`src/rtl/dplca_txop_claim_pkg.sv`:
```
// Shared definitions for the DPLCA claim-side (transmitter) logic:
// claim encodings, boolean helpers, FSM states and the scan-index wrap helper.
package dplca_txop_claim_pkg;

    // Claim encodings as carried in the TXOP and in txop_claim_table
    localparam logic [1:0] CLAIM_SOFT = 2'b00;
    localparam logic [1:0] CLAIM_HARD = 2'b01;
    localparam logic [1:0] CLAIM_NONE = 2'b10;

    localparam logic TRUE  = 1'b1;
    localparam logic FALSE = 1'b0;
    localparam logic ON    = 1'b1;
    localparam logic OFF   = 1'b0;

    localparam logic [7:0] NODE_ID_NONE = 8'hFF;

    typedef enum logic [2:0] {
        ST_DISABLED   = 3'd0,
        ST_SCAN       = 3'd1,
        ST_WAIT_FREE  = 3'd2,
        ST_SOFT_CLAIM = 3'd3,
        ST_HARD_CLAIM = 3'd4
    } claim_state_e;

    // Next ID to examine after idx; wraps past node_count-1 back to 1 (ID 0 is reserved).
    function automatic logic [7:0] next_scan_idx(input logic [7:0] idx,
                                                 input logic [7:0] node_count);
        logic [8:0] inc;
        inc = {1'b0, idx} + 9'd1;
        if (inc >= {1'b0, node_count}) begin
            return 8'd1;
        end else begin
            return inc[7:0];
        end
    endfunction

endpackage

```
`src/rtl/dplca_claim_lfsr.sv`:
```
// Free-running 8-bit Galois LFSR (x^8+x^6+x^5+x^4+1) and reduction of its
// value into the valid ID range 1..node_count-1. Used to randomise the
// starting scan index when DPLCA_RANDOM_START_EN is defined.
module dplca_claim_lfsr
    import dplca_txop_claim_pkg::*;
#(
    parameter logic [7:0] SEED = 8'hA5
) (
    input  logic       clk,
    input  logic       rst_n,
    input  logic [7:0] node_count,
    output logic [7:0] start_idx
);

    logic [7:0] lfsr_r;
    logic [7:0] lfsr_next_s;
    logic [7:0] range_s;

    // Galois step: shift right, fold the tap mask in when the outgoing bit is set
    always_comb begin
        lfsr_next_s = {1'b0, lfsr_r[7:1]};
        if (lfsr_r[0] == TRUE) begin
            lfsr_next_s = {1'b0, lfsr_r[7:1]} ^ 8'hB8;
        end else begin
            lfsr_next_s = {1'b0, lfsr_r[7:1]};
        end
    end

    // LFSR state register, free-running every clock
    always_ff @(posedge clk or negedge rst_n) begin
        if (!rst_n) begin
            lfsr_r <= SEED;
        end else begin
            lfsr_r <= lfsr_next_s;
        end
    end

    assign range_s = node_count - 8'd1;

    // Map the LFSR value into 1..node_count-1; degenerate counts fall back to 1
    always_comb begin
        start_idx = 8'd1;
        if (node_count < 8'd2) begin
            start_idx = 8'd1;
        end else begin
            start_idx = (lfsr_r % range_s) + 8'd1;
        end
    end

endmodule

```
`src/rtl/dplca_txop_claim.sv`:
```
// DPLCA claim machine: picks a free TXOP ID from the learned claim table,
// advertises it SOFT, promotes it to HARD after SOFT_CYCLES clean own TXOPs,
// and abandons/re-scans on collision or when another node's HARD claim wins.
// Optional build macro: DPLCA_RANDOM_START_EN (LFSR-randomised scan start).
module dplca_txop_claim
    import dplca_txop_claim_pkg::*;
#(
    parameter int unsigned SOFT_CYCLES = 4,
    parameter logic [7:0]  LFSR_SEED   = 8'hA5
) (
    input  logic         clk,
    input  logic         rst_n,
    input  logic         dplca_en,
    input  logic [7:0]   plca_node_count,
    input  logic         dplca_txop_end,
    input  logic [7:0]   dplca_txop_id,
    input  logic         dplca_txop_collision,
    input  logic         dplca_txop_table_upd,
    input  logic [511:0] txop_claim_table_unpacked,
    output logic [7:0]   local_nodeID,
    output logic [1:0]   local_claim,
    output logic [2:0]   claim_state,
    output logic         dplca_claim_done,
    output logic         dplca_claim_lost
);

    localparam logic [7:0] SOFT_MAX = SOFT_CYCLES[7:0];

    logic [1:0] table_s [0:255];

    genvar gi;
    generate
        for (gi = 0; gi < 256; gi++) begin : g_unpack
            assign table_s[gi] = txop_claim_table_unpacked[2*gi+1 -: 2];
        end
    endgenerate

    logic [7:0] start_idx_s;

`ifdef DPLCA_RANDOM_START_EN
    dplca_claim_lfsr #(
        .SEED (LFSR_SEED)
    ) u_lfsr (
        .clk        (clk),
        .rst_n      (rst_n),
        .node_count (plca_node_count),
        .start_idx  (start_idx_s)
    );
`else
    logic unused_seed_s;
    assign unused_seed_s = ^LFSR_SEED;
    assign start_idx_s   = 8'd1;
`endif

    claim_state_e state_r, state_n;
    logic [7:0]   scan_idx_r, scan_idx_n;
    logic [7:0]   scan_cnt_r, scan_cnt_n;
    logic [7:0]   clean_cnt_r, clean_cnt_n;
    logic [7:0]   cand_r, cand_n;
    logic [7:0]   node_id_r, node_id_n;
    logic [1:0]   claim_r, claim_n;
    logic         done_r, done_n;
    logic         lost_r, lost_n;

    logic       own_end_s;
    logic       cand_oor_s;
    logic       tbl_cand_hard_s;
    logic [7:0] scan_pos_s;
    logic [7:0] clean_inc_s;
    logic       scan_last_s;

    assign own_end_s       = dplca_txop_end && (dplca_txop_id == cand_r);
    assign cand_oor_s      = (cand_r >= plca_node_count);
    assign tbl_cand_hard_s = dplca_txop_table_upd && (table_s[cand_r] == CLAIM_HARD);
    // A stale index (node count shrank) restarts the scan at 1
    assign scan_pos_s      = ((scan_idx_r == 8'd0) || (scan_idx_r >= plca_node_count)) ?
                             8'd1 : scan_idx_r;
    assign clean_inc_s     = (clean_cnt_r >= SOFT_MAX) ? SOFT_MAX : (clean_cnt_r + 8'd1);
    assign scan_last_s     = (({1'b0, scan_cnt_r} + 9'd1) >= ({1'b0, plca_node_count} - 9'd1));

    // Next-state and next-output decision for the claim FSM
    always_comb begin
        state_n     = state_r;
        scan_idx_n  = scan_idx_r;
        scan_cnt_n  = scan_cnt_r;
        clean_cnt_n = clean_cnt_r;
        cand_n      = cand_r;
        node_id_n   = node_id_r;
        claim_n     = claim_r;
        done_n      = done_r;
        lost_n      = FALSE;

        if (dplca_en == OFF) begin
            state_n     = ST_DISABLED;
            scan_idx_n  = 8'd1;
            scan_cnt_n  = 8'd0;
            clean_cnt_n = 8'd0;
            cand_n      = NODE_ID_NONE;
            node_id_n   = NODE_ID_NONE;
            claim_n     = CLAIM_NONE;
            done_n      = FALSE;
        end else begin
            case (state_r)
                ST_DISABLED: begin
                    state_n    = ST_SCAN;
                    scan_idx_n = start_idx_s;
                    scan_cnt_n = 8'd0;
                    node_id_n  = NODE_ID_NONE;
                    claim_n    = CLAIM_NONE;
                end

                ST_SCAN: begin
                    if (plca_node_count < 8'd2) begin
                        state_n   = ST_WAIT_FREE;
                        node_id_n = NODE_ID_NONE;
                        claim_n   = CLAIM_NONE;
                    end else if (table_s[scan_pos_s] == CLAIM_NONE) begin
                        state_n     = ST_SOFT_CLAIM;
                        cand_n      = scan_pos_s;
                        node_id_n   = scan_pos_s;
                        claim_n     = CLAIM_SOFT;
                        clean_cnt_n = 8'd0;
                    end else if (scan_last_s) begin
                        state_n   = ST_WAIT_FREE;
                        node_id_n = NODE_ID_NONE;
                        claim_n   = CLAIM_NONE;
                    end else begin
                        scan_cnt_n = scan_cnt_r + 8'd1;
                        scan_idx_n = next_scan_idx(scan_pos_s, plca_node_count);
                    end
                end

                ST_WAIT_FREE: begin
                    node_id_n = NODE_ID_NONE;
                    claim_n   = CLAIM_NONE;
                    if (dplca_txop_table_upd == TRUE) begin
                        state_n    = ST_SCAN;
                        scan_idx_n = start_idx_s;
                        scan_cnt_n = 8'd0;
                    end else begin
                        state_n = ST_WAIT_FREE;
                    end
                end

                ST_SOFT_CLAIM: begin
                    // Abandon (collision, lost to a HARD claim, or ID out of range) beats a clean end
                    if ((own_end_s && dplca_txop_collision) || tbl_cand_hard_s || cand_oor_s) begin
                        state_n     = ST_SCAN;
                        scan_idx_n  = next_scan_idx(cand_r, plca_node_count);
                        scan_cnt_n  = 8'd0;
                        clean_cnt_n = 8'd0;
                        node_id_n   = NODE_ID_NONE;
                        claim_n     = CLAIM_NONE;
                        done_n      = FALSE;
                        lost_n      = TRUE;
                    end else if (own_end_s) begin
                        clean_cnt_n = clean_inc_s;
                        if (clean_inc_s >= SOFT_MAX) begin
                            state_n = ST_HARD_CLAIM;
                            claim_n = CLAIM_HARD;
                            done_n  = TRUE;
                        end else begin
                            state_n = ST_SOFT_CLAIM;
                        end
                    end else begin
                        state_n = ST_SOFT_CLAIM;
                    end
                end

                ST_HARD_CLAIM: begin
                    // Table is ignored: it holds our own HARD claim
                    if ((own_end_s && dplca_txop_collision) || cand_oor_s) begin
                        state_n     = ST_SCAN;
                        scan_idx_n  = next_scan_idx(cand_r, plca_node_count);
                        scan_cnt_n  = 8'd0;
                        clean_cnt_n = 8'd0;
                        node_id_n   = NODE_ID_NONE;
                        claim_n     = CLAIM_NONE;
                        done_n      = FALSE;
                        lost_n      = TRUE;
                    end else begin
                        state_n = ST_HARD_CLAIM;
                    end
                end

                default: begin
                    state_n     = ST_DISABLED;
                    scan_idx_n  = 8'd1;
                    scan_cnt_n  = 8'd0;
                    clean_cnt_n = 8'd0;
                    cand_n      = NODE_ID_NONE;
                    node_id_n   = NODE_ID_NONE;
                    claim_n     = CLAIM_NONE;
                    done_n      = FALSE;
                end
            endcase
        end
    end

    // State and registered-output update
    always_ff @(posedge clk or negedge rst_n) begin
        if (!rst_n) begin
            state_r     <= ST_DISABLED;
            scan_idx_r  <= 8'd1;
            scan_cnt_r  <= 8'd0;
            clean_cnt_r <= 8'd0;
            cand_r      <= NODE_ID_NONE;
            node_id_r   <= NODE_ID_NONE;
            claim_r     <= CLAIM_NONE;
            done_r      <= FALSE;
            lost_r      <= FALSE;
        end else begin
            state_r     <= state_n;
            scan_idx_r  <= scan_idx_n;
            scan_cnt_r  <= scan_cnt_n;
            clean_cnt_r <= clean_cnt_n;
            cand_r      <= cand_n;
            node_id_r   <= node_id_n;
            claim_r     <= claim_n;
            done_r      <= done_n;
            lost_r      <= lost_n;
        end
    end

    assign local_nodeID     = node_id_r;
    assign local_claim      = claim_r;
    assign claim_state      = state_r;
    assign dplca_claim_done = done_r;
    assign dplca_claim_lost = lost_r;

endmodule

```
`config.mk`:
```
export PLATFORM = sky130hd
export DESIGN_NAME = dplca_txop_claim
export DESIGN_NICKNAME = d
export VERILOG_FILES = /design/src/rtl/dplca_txop_claim_pkg.sv /design/src/rtl/dplca_claim_lfsr.sv /design/src/rtl/dplca_txop_claim.sv
export SDC_FILE = /design/constraint.sdc
export NUM_CORES = 1
export LEC_CHECK = 0
export CAP_MARGIN = 30
export CORE_AREA = 10 10 208 210
export CTS_CLUSTER_DIAMETER = 60
export DETAILED_ROUTE_END_ITERATION = 16
export DIE_AREA = 0 0 218 220
export DONT_BUFFER_PORTS = 1
export HOLD_SLACK_MARGIN = 0.02
export REMOVE_ABC_BUFFERS = 1
export SLEW_MARGIN = 25
export SYNTH_ARGS = -nofsm -noshare
export SYNTH_HDL_FRONTEND = slang
export SYNTH_SLANG_ARGS = --single-unit
```
`constraint.sdc`:
```
create_clock -name clk -period 6.8 [get_ports clk]
set_clock_uncertainty 0.05 [all_clocks]
set_input_delay 0.34 -clock clk [delete_from_list [all_inputs] [get_ports clk]]
set_output_delay 0.34 -clock clk [all_outputs]
set_load 0.01 [all_outputs]
```
==> flow_summary_export.csv, run 1 <==
group,metric,value,unit
run_status,outcome,"completed",
clock_tree,hold_buffers,2,
drt,drc,0,
synth,ys_warn_count,0,
timing,tightest_slew,1.063,ns
finish,multi_input_area,9084,µm²
timing,finalHoldViolCount,0,
place,dp_slack,1.195,ns
clock_tree,post_cts_buffers,0,
clock_tree,cts_sinks,47,
synth,synth_edf_count,0,
floorplanning,dieArea,47960,µm²
drt,wl,77710,µm
synth,synth_top_area_share,6.547,%
drt,via_per_inst,7.028,
drt,wl_per_cell,38.47,µm
pwr,leakage,4.617,nW
global_routing,overflow,0,
setup_path,crit_path_frequent_cell,"o211ai_1",
floorplanning,die_w,218,µm
pwr,vdd_drop_max,0.2278,mV
worst_hold_path,min_to,"clean_cnt_r[1]$_DFFE_PN0P_",
timing,max_freq,174.2,MHz
setup_path,crit_buf_inv,1,
finish,nets,2072,
pwr,total_power,4.254,mW
setup_path,r2r_cells,11,
place,dp_cells,2007,
finish,post-route-util,30.69,%
setup_path,crit_chain,"inv_1 > mux4_2 > a2111oi_0 > a311oi_1 > o311ai_0 > o211ai_1 > o211ai_1 > or2_2 > a21oi_1 > a21oi_2 > mux2_2",
place,globalplace.congestion,1.027,
setup_path,reg2reg_from,"cand_r[1]$_DFFE_PN1P_",
floorplanning,boundaryPins,549,
synth,synth_common_cells,"inv_1 (154), nand2_1 (140), nor2_1 (80)",
global_routing,grt_max_degree,69,
pwr,powerDensity,352.9,nW/µm²
setup_path,endpoint_kind,"flop",
timing,slew_viol_final,0,
synth,seq_area_frac_synth,10.56,%
clock_tree,cts_buffer_depth,2,
flow_run,drv_cap,0,
synth,syn_area,11350,µm²
worst_hold_path,worstHoldPathType,"input port to flop",
clock_tree,cts_buffers,5,
clock_tree,clockRootBuffer,"clkbuf_16",
floorplanning,die_y,220,µm
finish,area.growth.synth_to_final,6.172,%
drt,drt_iter0_drc,1808,
global_routing,grt_pass1_vias,13830,
timing,rsz0062_at_grt,"false",
synth,synth_area_per_cell,7.291,µm²
setup_path,crit_slowest_cell,"dfstp_4",
setup_path,cp-start-kind,"flop",
clock_tree,clk_latency,0.29,ns
synth,yosys-top-cells-area,"mux4_2 (6.5%), dfrtp_1 (6.4%), ha_1 (5.2%)",
setup_path,worst_ep_required_time,6.94,ns
synth,synth_top_area_cell,"mux4_2",
finish,nFillCells,4360,
clock_tree,tritoncts,"done",
synth,synthCells,1557,
drt,drtPass1Iterations,8,
setup_path,reg2reg_slack,1.06,ns
timing,min_period,5.741,ns
synth,async_flop_share,100.0,%
setup_path,crit_cells,11,
setup_path,critical_path.max_stage_delay,1.07,ns
global_routing,grt_first_pass_wirelength,106800,µm
finish,seq_area,1211,µm²
setup_path,cpLargestDelayFamily,"compound AO/OA/AOI/OAI gates",
timing,finalSetupViolations,0,
timing,slew_headroom,28.21,%
global_routing,grt_use_total,30.41,%
global_routing,antenna_found_initial,5,
drt,ant_nets,0,
synth,yosysMostFrequentCell,"inv_1",
finish,drive_above_1_share,10.52,%
setup_path,r2r-end,"scan_idx_r[7]$_DFFE_PN0P_",
setup_path,worstSetupPathType,"flop to flop",
clock_tree,cts.reportedPaths.clkPinSlew,0.07,ns
setup_path,worstPathArrival,5.88,ns
worst_hold_path,hold_path_depth,2,
clock_tree,cts_resized,0,
synth,synth_cell_types,89,
timing,min_period_over_period,84.43,%
setup_path,path_max_fanout,68,
floorplanning,rows,73,
worst_hold_path,hp-start,"dplca_en",
drt,vias,14200,
finish,fin_cells,2020,
place,portBuffers,0,
synth,synth-seq-cells,47,
synth,synthFlopType,"dfrtp_1",
clock_tree,cts_max_level,2,
timing,whs,0.1756,ns
floorplanning,core-area,39280,µm²
floorplanning,start_util,28.90,%
timing,fin_ws,1.059,ns
place,dp_hpwl,63800,µm
## layout make-up
type | instances | share of cell area (%)
multi-input cells | 1236 | 75.37
flip-flops and latches | 47 | 10.05
well taps | 525 | 5.450
inverters | 157 | 4.889
repair buffers | 44 | 2.927
clock buffers | 5 | 1.038
clock inverters | 3 | 0.2180
diodes | 3 | 0.06229
## worst reg2reg max path, cell delays in order (launching register included)
cell	delay (ns)
dfstp_4	1.07
inv_1	0.53
mux4_2	0.58
a2111oi_0	0.86
a311oi_1	0.18
o311ai_0	0.34
o211ai_1	0.17
o211ai_1	0.51
or2_2	0.21
a21oi_1	0.16
a21oi_2	0.57
mux2_2	0.41
## through the flow
step	TNS, ns	area, µm²
2_1_floorplan	-35.99	10840
3_3_place_gp	0	11850
3_5_place_dp	0	11860
4_1_cts	0	12050
5_1_grt	0	12050
6_report	0	12050
## power breakdown
| part | leakage (nW) | internal [mW] | total [mW] | switching (mW) |
|---|---|---|---|---|
| combinational | 3.95 | 1.17 | 3.34 | 2.17 |
| sequential | 0.587 | 0.369 | 0.655 | 0.286 |
| clock | 0.0767 | 0.141 | 0.262 | 0.121 |
## worst max path at each step
| stage | start | slack, ns | end |
|---|---|---|---|
| 3_5_place_dp | cand_r[1]$_DFFE_PN1P_ | 1.19 | scan_idx_r[7]$_DFFE_PN0P_ |
| 5_1_grt | cand_r[1]$_DFFE_PN1P_ | 0.97 | scan_idx_r[7]$_DFFE_PN0P_ |
| 6_report | cand_r[1]$_DFFE_PN1P_ | 1.06 | scan_idx_r[7]$_DFFE_PN0P_ |
| 3_3_place_gp | cand_r[1]$_DFFE_PN1P_ | 1.24 | scan_idx_r[7]$_DFFE_PN0P_ |
| 4_1_cts | cand_r[1]$_DFFE_PN1P_ | 1.18 | scan_idx_r[7]$_DFFE_PN0P_ |
| 2_1_floorplan | scan_idx_r[0]$_DFFE_PN1P_ | -0.96 | clean_cnt_r[0]$_DFFE_PN0P_ |
## layout by cell type, fill, tap and decap left out, types with 12 or more instances in the layout
cell / n
a31oi_1: 25
a21oi_1: 64
o311ai_0: 21
nand3b_1: 19
nor3_1: 33
a311oi_1: 18
nand3_1: 34
nand4_1: 12
o32ai_1: 64
dfstp_2: 16
mux2i_1: 35
ha_1: 47
nand2_1: 140
dfrtp_1: 27
o21ai_0: 65
nor2_1: 80
o22a_1: 17
a2111oi_0: 12
a211oi_1: 14
o211ai_1: 19
mux2_2: 17
o22ai_1: 39
nor2b_1: 24
xnor2_1: 23
mux4_2: 33
a221oi_1: 27
nor3b_1: 39
inv_1: 153
o221ai_1: 21
buf_4: 42
nand2b_1: 72
nor4_1: 22
a21o_1: 14
## layer usage
metal | GRT usage (%) | wire, µm | vias to the layer above
li1 | - | - | 5904
met5 | 0 | 32 | -
met2 | 50.34 | 36320 | 1108
met1 | 34.89 | 27760 | 6988
met3 | 10.02 | 9409 | 191
met4 | 14.30 | 4189 | 6
## sequential cells by signal (all words and copies together) (netlist names)
name	count
clean_cnt_r	8
scan_cnt_r	8
dplca_claim_lost	1
cand_r	8
local_claim	2
local_nodeID	8
dplca_claim_done	1
scan_idx_r	8
claim_state	3
## kinds of logic (layout without fill, tap and decap cells)
| group | Yosys count | after routing | share of synthesized area [%] |
|---|---|---|---|
| mux | 90 | 90 | 11.82 |
| flops | 47 | 47 | 10.56 |
| other cells | 0 | 3 | 0 |
| buf+inv | 274 | 209 | 9.699 |
| compound gates | 534 | 534 | 35.27 |
| xor+xnor | 28 | 28 | 2.160 |
| simple gates | 537 | 537 | 25.32 |
| fa+ha+maj | 47 | 47 | 5.180 |
Note: power is estimated with default switching activity, not from simulation.
==> run 2: changes to the inputs <==
Settings changed: ABC_AREA set to 1, CORE_AREA 10 10 208 210 to 10 10 207 209, DIE_AREA 0 0 218 220 to 0 0 217 219.
Clock period 6.8 ns to 5.8 ns, I/O delays scaled along.
==> run 2 against run 1 <==
  * Synthesized cell count increased by 76%
  * Register-to-register slack got worse by 0.17 ns
  * Sequential share of layout area decreased by 1.7 points
  * Flip-flop and latch count unchanged
  * Setup slack got worse by 0.17 ns
  * Die area decreased by 0.91%
  * Sequential power increased by 3.1%
==> flow_summary_export.csv, run 2 <==
group,metric,value,unit
setup_path,crit_buf_inv,3,
clock_tree,post_cts_buffers,0,
global_routing,grt_pass1_vias,18040,
setup_path,critical_path.max_stage_delay,0.72,ns
finish,mostFrequentLayoutCells,"nand2_1 (642), nand3_1 (430), o21ai_0 (302), inv_1 (264), nor2_1 (249)",
clock_tree,cts_buffers,5,
floorplanning,rows,72,
drt,wl_per_cell,25.69,µm
synth,synthCells,2743,
setup_path,cp-start-kind,"flop",
synth,yosys-top-cells-area,"nand2_1 (17%), nand3_1 (15%), o21ai_0 (11%)",
setup_path,path_max_fanout,40,
finish,nFillCells,4390,
global_routing,grt_use_total,31.10,%
synth,ys_warn_count,0,
floorplanning,boundaryPins,549,
synth,async_flop_share,100.0,%
synth,synth-seq-cells,47,
clock_tree,clockRootBuffer,"clkbuf_16",
synth,synth_area_per_cell,5.189,µm²
global_routing,grt_first_pass_wirelength,116600,µm
drt,vias,19750,
setup_path,cpLargestDelayFamily,"simple AND/OR/NAND/NOR gates",
finish,multi_input_area,10940,µm²
place,globalplace.congestion,0.9830,
setup_path,crit_slowest_cell,"dfstp_2",
setup_path,worstPathArrival,5.07,ns
timing,tns,0,ns
timing,rsz0062_at_grt,"false",
synth,synth_top_area_share,16.93,%
timing,finalSetupViolations,0,
floorplanning,start_util,36.92,%
timing,whs,0.08424,ns
worst_hold_path,worstHoldPathType,"input port to flop",
drt,ant_nets,0,
timing,tightest_slew,0.9866,ns
setup_path,reg2reg_from,"scan_idx_r[0]$_DFFE_PN1P_",
place,portBuffers,0,
clock_tree,cts_buffer_depth,2,
place,dp_cells,3074,
pwr,leakage,6.876,nW
drt,drc,0,
place,dp_hpwl,58140,µm
global_routing,antenna_found_initial,10,
timing,max_freq,203.7,MHz
setup_path,r2r_cells,24,
floorplanning,die_w,217,µm
global_routing,grt_max_degree,161,
timing,slew_viol_final,0,
clock_tree,cts_max_level,2,
timing,min_period,4.910,ns
drt,drtPass1Iterations,6,
setup_path,r2r-end,"scan_idx_r[6]$_DFFE_PN0P_",
timing,finalHoldViolCount,0,
run_status,outcome,"completed",
finish,fin_cells,3096,
floorplanning,core-area,38560,µm²
finish,area.growth.synth_to_final,1.679,%
timing,min_period_over_period,84.65,%
setup_path,worst_ep_required_time,5.96,ns
clock_tree,tritoncts,"done",
floorplanning,dieArea,47520,µm²
flow_run,drv_cap,0,
worst_hold_path,min_to,"claim_state[0]$_DFFE_PN0P_",
synth,synth_top_area_cell,"nand2_1",
synth,synth_common_cells,"nand2_1 (642), nand3_1 (431), o21ai_0 (302)",
drt,wl,79530,µm
finish,post-route-util,37.54,%
pwr,powerDensity,443.6,nW/µm²
synth,seq_area_frac_synth,8.421,%
finish,layout_commonest_cell,"nand2_1",
synth,synth_cell_types,49,
setup_path,reg2reg_slack,0.89,ns
setup_path,crit_chain,"inv_4 > ha_1 > nand2_1 > nor2_1 > nor2_1 > nand2_1 > nand2_4 > nand3_4 > clkinv_2 > buf_4 > nand2_1 > nor2_1 > xor2_1 > ha_1 > a21oi_1 > nand2_1 > nand3_1 > nand2_1 > a21oi_1 > nand2_1 > nor2_1 > a22o_1 > nand2_1 > o21ai_1",
place,place_area,14230,µm²
finish,seq_area,1206,µm²
finish,fin_area,14470,µm²
finish,nets,3147,
setup_path,crit_path_frequent_cell,"nand2_1",
setup_path,worstSetupPathType,"flop to flop",
timing,slew_headroom,34.13,%
synth,synth_edf_count,0,
pwr,vdd_drop_max,0.3613,mV
setup_path,endpoint_kind,"flop",
clock_tree,cts.reportedPaths.clkPinSlew,0.07,ns
clock_tree,clk_latency,0.29,ns
clock_tree,cts_sinks,47,
synth,yosysMostFrequentCell,"nand2_1",
place,dp_slack,0.9186,ns
synth,synthFlopType,"dfrtp_1",
pwr,total_power,6.420,mW
drt,drt_iter0_drc,2966,
finish,drive_above_1_share,3.974,%
global_routing,overflow,0,
worst_hold_path,hold_path_depth,2,
floorplanning,die_y,219,µm
worst_hold_path,hp-start,"dplca_en",
drt,via_per_inst,6.380,
synth,syn_area,14230,µm²
timing,fin_ws,0.8903,ns
-- run 2: cell count changes after synthesis, moves of 49 or more --
| cell | delta |
|---|---|
| nand2_1 | +502 |
| nand3_1 | +397 |
| o21ai_0 | +237 |
| nor2_1 | +170 |
| inv_1 | +114 |
| a21oi_1 | +97 |
| buf_2 | +79 |
| nand2b_1 | -72 |
| nand4_1 | +64 |
| o32ai_1 | -64 |
| o211ai_1 | +49 |
-- run 2: worst reg2reg max path, cell delays in order (launching register included) --
cell	delay, ns
dfstp_2	0.72
inv_4	0.05
ha_1	0.28
nand2_1	0.07
nor2_1	0.04
nor2_1	0.07
nand2_1	0.09
nand2_4	0.30
nand3_4	0.50
clkinv_2	0.16
buf_4	0.39
nand2_1	0.14
nor2_1	0.21
xor2_1	0.23
ha_1	0.28
a21oi_1	0.13
nand2_1	0.07
nand3_1	0.07
nand2_1	0.05
a21oi_1	0.12
nand2_1	0.08
nor2_1	0.38
a22o_1	0.20
nand2_1	0.05
o21ai_1	0.13
-- run 2: logic make-up (layout without fill, tap and decap cells) --
logic type | after synthesis | after routing | share of synthesized area, %
simple gates | 1441 | 1441 | 44.28
buf+inv | 503 | 327 | 14.94
other cells | 0 | 11 | 0
flops | 47 | 47 | 8.421
fa+ha+maj | 47 | 47 | 4.131
xor+xnor | 25 | 25 | 1.538
compound gates | 680 | 680 | 26.69
-- run 2: worst max path at each step --
stage / to / slack [ns] / start / cells past startpoint
final: scan_idx_r[6]$_DFFE_PN0P_ / 0.89 / scan_idx_r[0]$_DFFE_PN1P_ / 24
after CTS: scan_idx_r[6]$_DFFE_PN0P_ / 0.90 / scan_idx_r[0]$_DFFE_PN1P_ / 24
after detailed placement: scan_idx_r[6]$_DFFE_PN0P_ / 0.92 / scan_idx_r[0]$_DFFE_PN1P_ / 24
after global placement: scan_idx_r[1]$_DFFE_PN0P_ / 0.99 / scan_idx_r[0]$_DFFE_PN1P_ / 24
after floorplan: scan_idx_r[1]$_DFFE_PN0P_ / -3.38 / scan_idx_r[0]$_DFFE_PN1P_ / 24
after global routing: scan_idx_r[6]$_DFFE_PN0P_ / 0.47 / scan_idx_r[0]$_DFFE_PN1P_ / 24
-- run 2: area by class of cell --
class	instances	area share, %
multi-input cells	2193	75.59
flip-flops and latches	47	8.334
inverters	277	7.279
well taps	518	4.478
repair buffers	42	3.104
clock buffers	5	0.8645
diodes	11	0.1902
clock inverters	3	0.1556
-- run 2: routing by layer --
layer | vias to the layer above | share of wire [%] | routed length (µm) | GRT usage [%]
met1 | 9030 | 37 | 29100 | 37.14
met5 | - | 0.041 | 33 | 0
met2 | 1502 | 45 | 36090 | 50.74
li1 | 8942 | - | - | -
met4 | 4 | 5.4 | 4308 | 14.24
met3 | 276 | 13 | 9995 | 8.996
-- run 2: report_power, final --
part | switching (mW) | internal, mW | total, mW
logic | 3.76 | 1.69 | 5.45
clock network | 0.130 | 0.162 | 0.292
registers | 0.238 | 0.437 | 0.675
total | 4.13 | 2.29 | 6.42
-- run 2: what timing repair did --
| item | 4_1_cts | 5_1_grt |
|---|---|---|
| hold buffers | 2 | 0 |
| endpoints found under the hold margin | 47 | 0 |
| resized for setup | 0 | 0 |
==> run 3: changes to the inputs <==
Clock period 5.8 ns to 4.8 ns, I/O delays scaled along.
==> run 3 against run 2 <==
  * Sequential power up 12%
  * Critical path depth down 4
  * Register-to-register slack worse by 0.48 ns
  * Global-route usage up 1.2 points
  * Critical endpoint is now scan_idx_r[7]$_DFFE_PN0P_
  * Flip-flop and latch count unchanged
  * Routed wire length up 3.7%
  * Non-clock buffer count up 16
==> flow_summary_export.csv, run 3 (synthesis results as in run 2) <==
group,metric,value,unit
setup_path,cp-start-kind,"flop",
clock_tree,clk_latency,0.29,ns
setup_path,worstPathArrival,4.51,ns
pwr,total_power,7.962,mW
setup_path,endpoint_kind,"flop",
drt,drtPass1Iterations,6,
finish,drive_above_1_share,4.568,%
clock_tree,cts_buffer_depth,2,
floorplanning,dieArea,47520,µm²
pwr,netSwitchingPower,5.116,mW
drt,drc,0,
floorplanning,core-area,38560,µm²
timing,slew_viol_final,0,
global_routing,antenna_found_initial,5,
global_routing,grt_use_total,32.25,%
drt,drt_iter0_drc,2845,
clock_tree,cts_buffers,5,
clock_tree,cts_sinks,47,
drt,wl,82450,µm
timing,finalHoldViolCount,0,
setup_path,reg2reg_slack,0.41,ns
setup_path,crit_path_end,"scan_idx_r[7]$_DFFE_PN0P_",
pwr,switching_share,64.25,%
setup_path,path_max_fanout,97,
flow_run,drv_cap,0,
floorplanning,boundaryPins,549,
worst_hold_path,worstHoldPathType,"input port to flop",
place,dp_hpwl,61450,µm
global_routing,grt_max_degree,166,
place,portBuffers,0,
finish,area.growth.synth_to_final,2.725,%
finish,post-route-util,37.92,%
drt,vias,19740,
global_routing,overflow,0,
global_routing,grt_first_pass_wirelength,119900,µm
clock_tree,post_cts_buffers,0,
timing,max_freq,227.9,MHz
place,dp_cells,3091,
setup_path,worstSetupPathType,"flop to flop",
timing,min_period,4.389,ns
run_status,outcome,"completed",
clock_tree,tritoncts,"done",
timing,rsz0062_at_grt,"false",
drt,via_per_inst,6.346,
setup_path,worst_ep_required_time,4.92,ns
finish,fin_cells,3110,
global_routing,grt_pass1_vias,18090,
pwr,p_int,2.846,mW
clock_tree,cts_max_level,2,
timing,finalSetupViolations,0,
pwr,vdd_drop_max,0.5033,mV
pwr,p_seq_share,9.5,%
pwr,leakage,6.966,nW
clock_tree,cts.reportedPaths.clkPinSlew,0.07,ns
pwr,pwr-share-clk,4.6,%
setup_path,r2r-end,"scan_idx_r[7]$_DFFE_PN0P_",
floorplanning,die_y,219,µm
timing,tightest_slew,0.8329,ns
pwr,combPwrFrac,85.9,%
drt,wl_per_cell,26.51,µm
setup_path,crit_path_start,"cand_r[0]$_DFFE_PN1P_",
finish,mostFrequentLayoutCells,"nand2_1 (642), nand3_1 (430), o21ai_0 (301), inv_1 (264), nor2_1 (249)",
floorplanning,start_util,36.92,%
setup_path,r2r_cells,20,
place,globalplace.congestion,1.003,
clock_tree,clockRootBuffer,"clkbuf_16",
floorplanning,die_w,217,µm
finish,nets,3163,
pwr,powerDensity,544.6,nW/µm²
floorplanning,rows,72,
timing,slew_headroom,44.47,%
setup_path,reg2reg_from,"cand_r[0]$_DFFE_PN1P_",
timing,min_period_over_period,91.43,%
drt,ant_nets,0,
finish,layout_commonest_cell,"nand2_1",
## run 3: cell count changes in the layout (fill, tap and decap cells not counted), sizes merged
cell / before / now
buf: 41 / 57
clkbuf: 5 / 6
clkinvlp: 0 / 1
diode: 11 / 9
inv: 274 / 272
## run 3: cell type report
cell class / count / area, µm²
flip-flops and latches: 47 / 1206
fillers: 4450 / 23940
clock buffers: 6 / 138.9
inverters: 277 / 1054
repair buffers: 58 / 595.6
diodes: 9 / 22.52
multi-input cells: 2193 / 10940
clock inverters: 2 / 16.27
well taps: 518 / 648.1
## run 3: critical path, cell delays in order, from the launching register on
cell	delay, ns
dfstp_4	0.89
inv_6	0.20
buf_12	0.27
a21oi_1	0.18
o21ai_1	0.08
o21ai_0	0.12
inv_1	0.08
o21ai_0	0.15
nand3_1	0.09
nand3_1	0.10
nand2_1	0.07
nand2_1	0.12
nand3_1	0.16
nand3_1	0.20
nand3_1	0.16
nand3_1	0.20
nand2_1	0.11
nor2_1	0.31
nand2_2	0.38
nand2_1	0.15
o21ai_1	0.07
## run 3: layer usage
layer / GRT usage (%) / wire, µm / vias to the layer above
met4: 14.38 / 4176 / 0
met3: 9.629 / 10080 / 230
li1: - / - / 8965
met2: 53.29 / 37670 / 1398
met5: 0 / 0 / -
met1: 37.95 / 30520 / 9142
## run 3: stage by stage
stage	hold WS (ns)	TNS [ns]	setup slack [ns]	instance area, µm²
global placement	-0.1032	0	0.4793	14410
detailed placement	-0.1032	0	0.4432	14410
floorplan	-0.1056	-170.33	-4.385	13150
global route	0.03246	0	0.04175	14620
CTS	0.02401	0	0.4284	14600
finish	0.02711	0	0.4115	14620
## run 3: what timing repair did
item / CTS / global route
resized for setup: 0 / 1
endpoints found under the hold margin: 47 / 0
endpoints found under the setup margin: 0 / 6
hold buffers: 2 / 0
## run 3: worst min path at each step
stage	from	cells after the start	endpoint	slack [ns]
finish	dplca_en	2	claim_state[0]$_DFFE_PN0P_	0.03
detailed placement	rst_n	0	scan_cnt_r[3]$_DFFE_PN0P_	-0.10
floorplan	rst_n	0	claim_state[0]$_DFFE_PN0P_	-0.11
global route	dplca_en	2	claim_state[0]$_DFFE_PN0P_	0.03
CTS	dplca_en	2	claim_state[0]$_DFFE_PN0P_	0.02
global placement	rst_n	0	scan_cnt_r[3]$_DFFE_PN0P_	-0.10
## run 3: power by group through the flow
stage,combinational (mW),clock (mW),sequential [mW]
floorplan,4.24,0,0.919
global placement,6.59,0,0.767
detailed placement,6.65,0,0.766
CTS,6.69,0.371,0.762
global route,7.48,0.389,0.773
finish,6.84,0.369,0.758
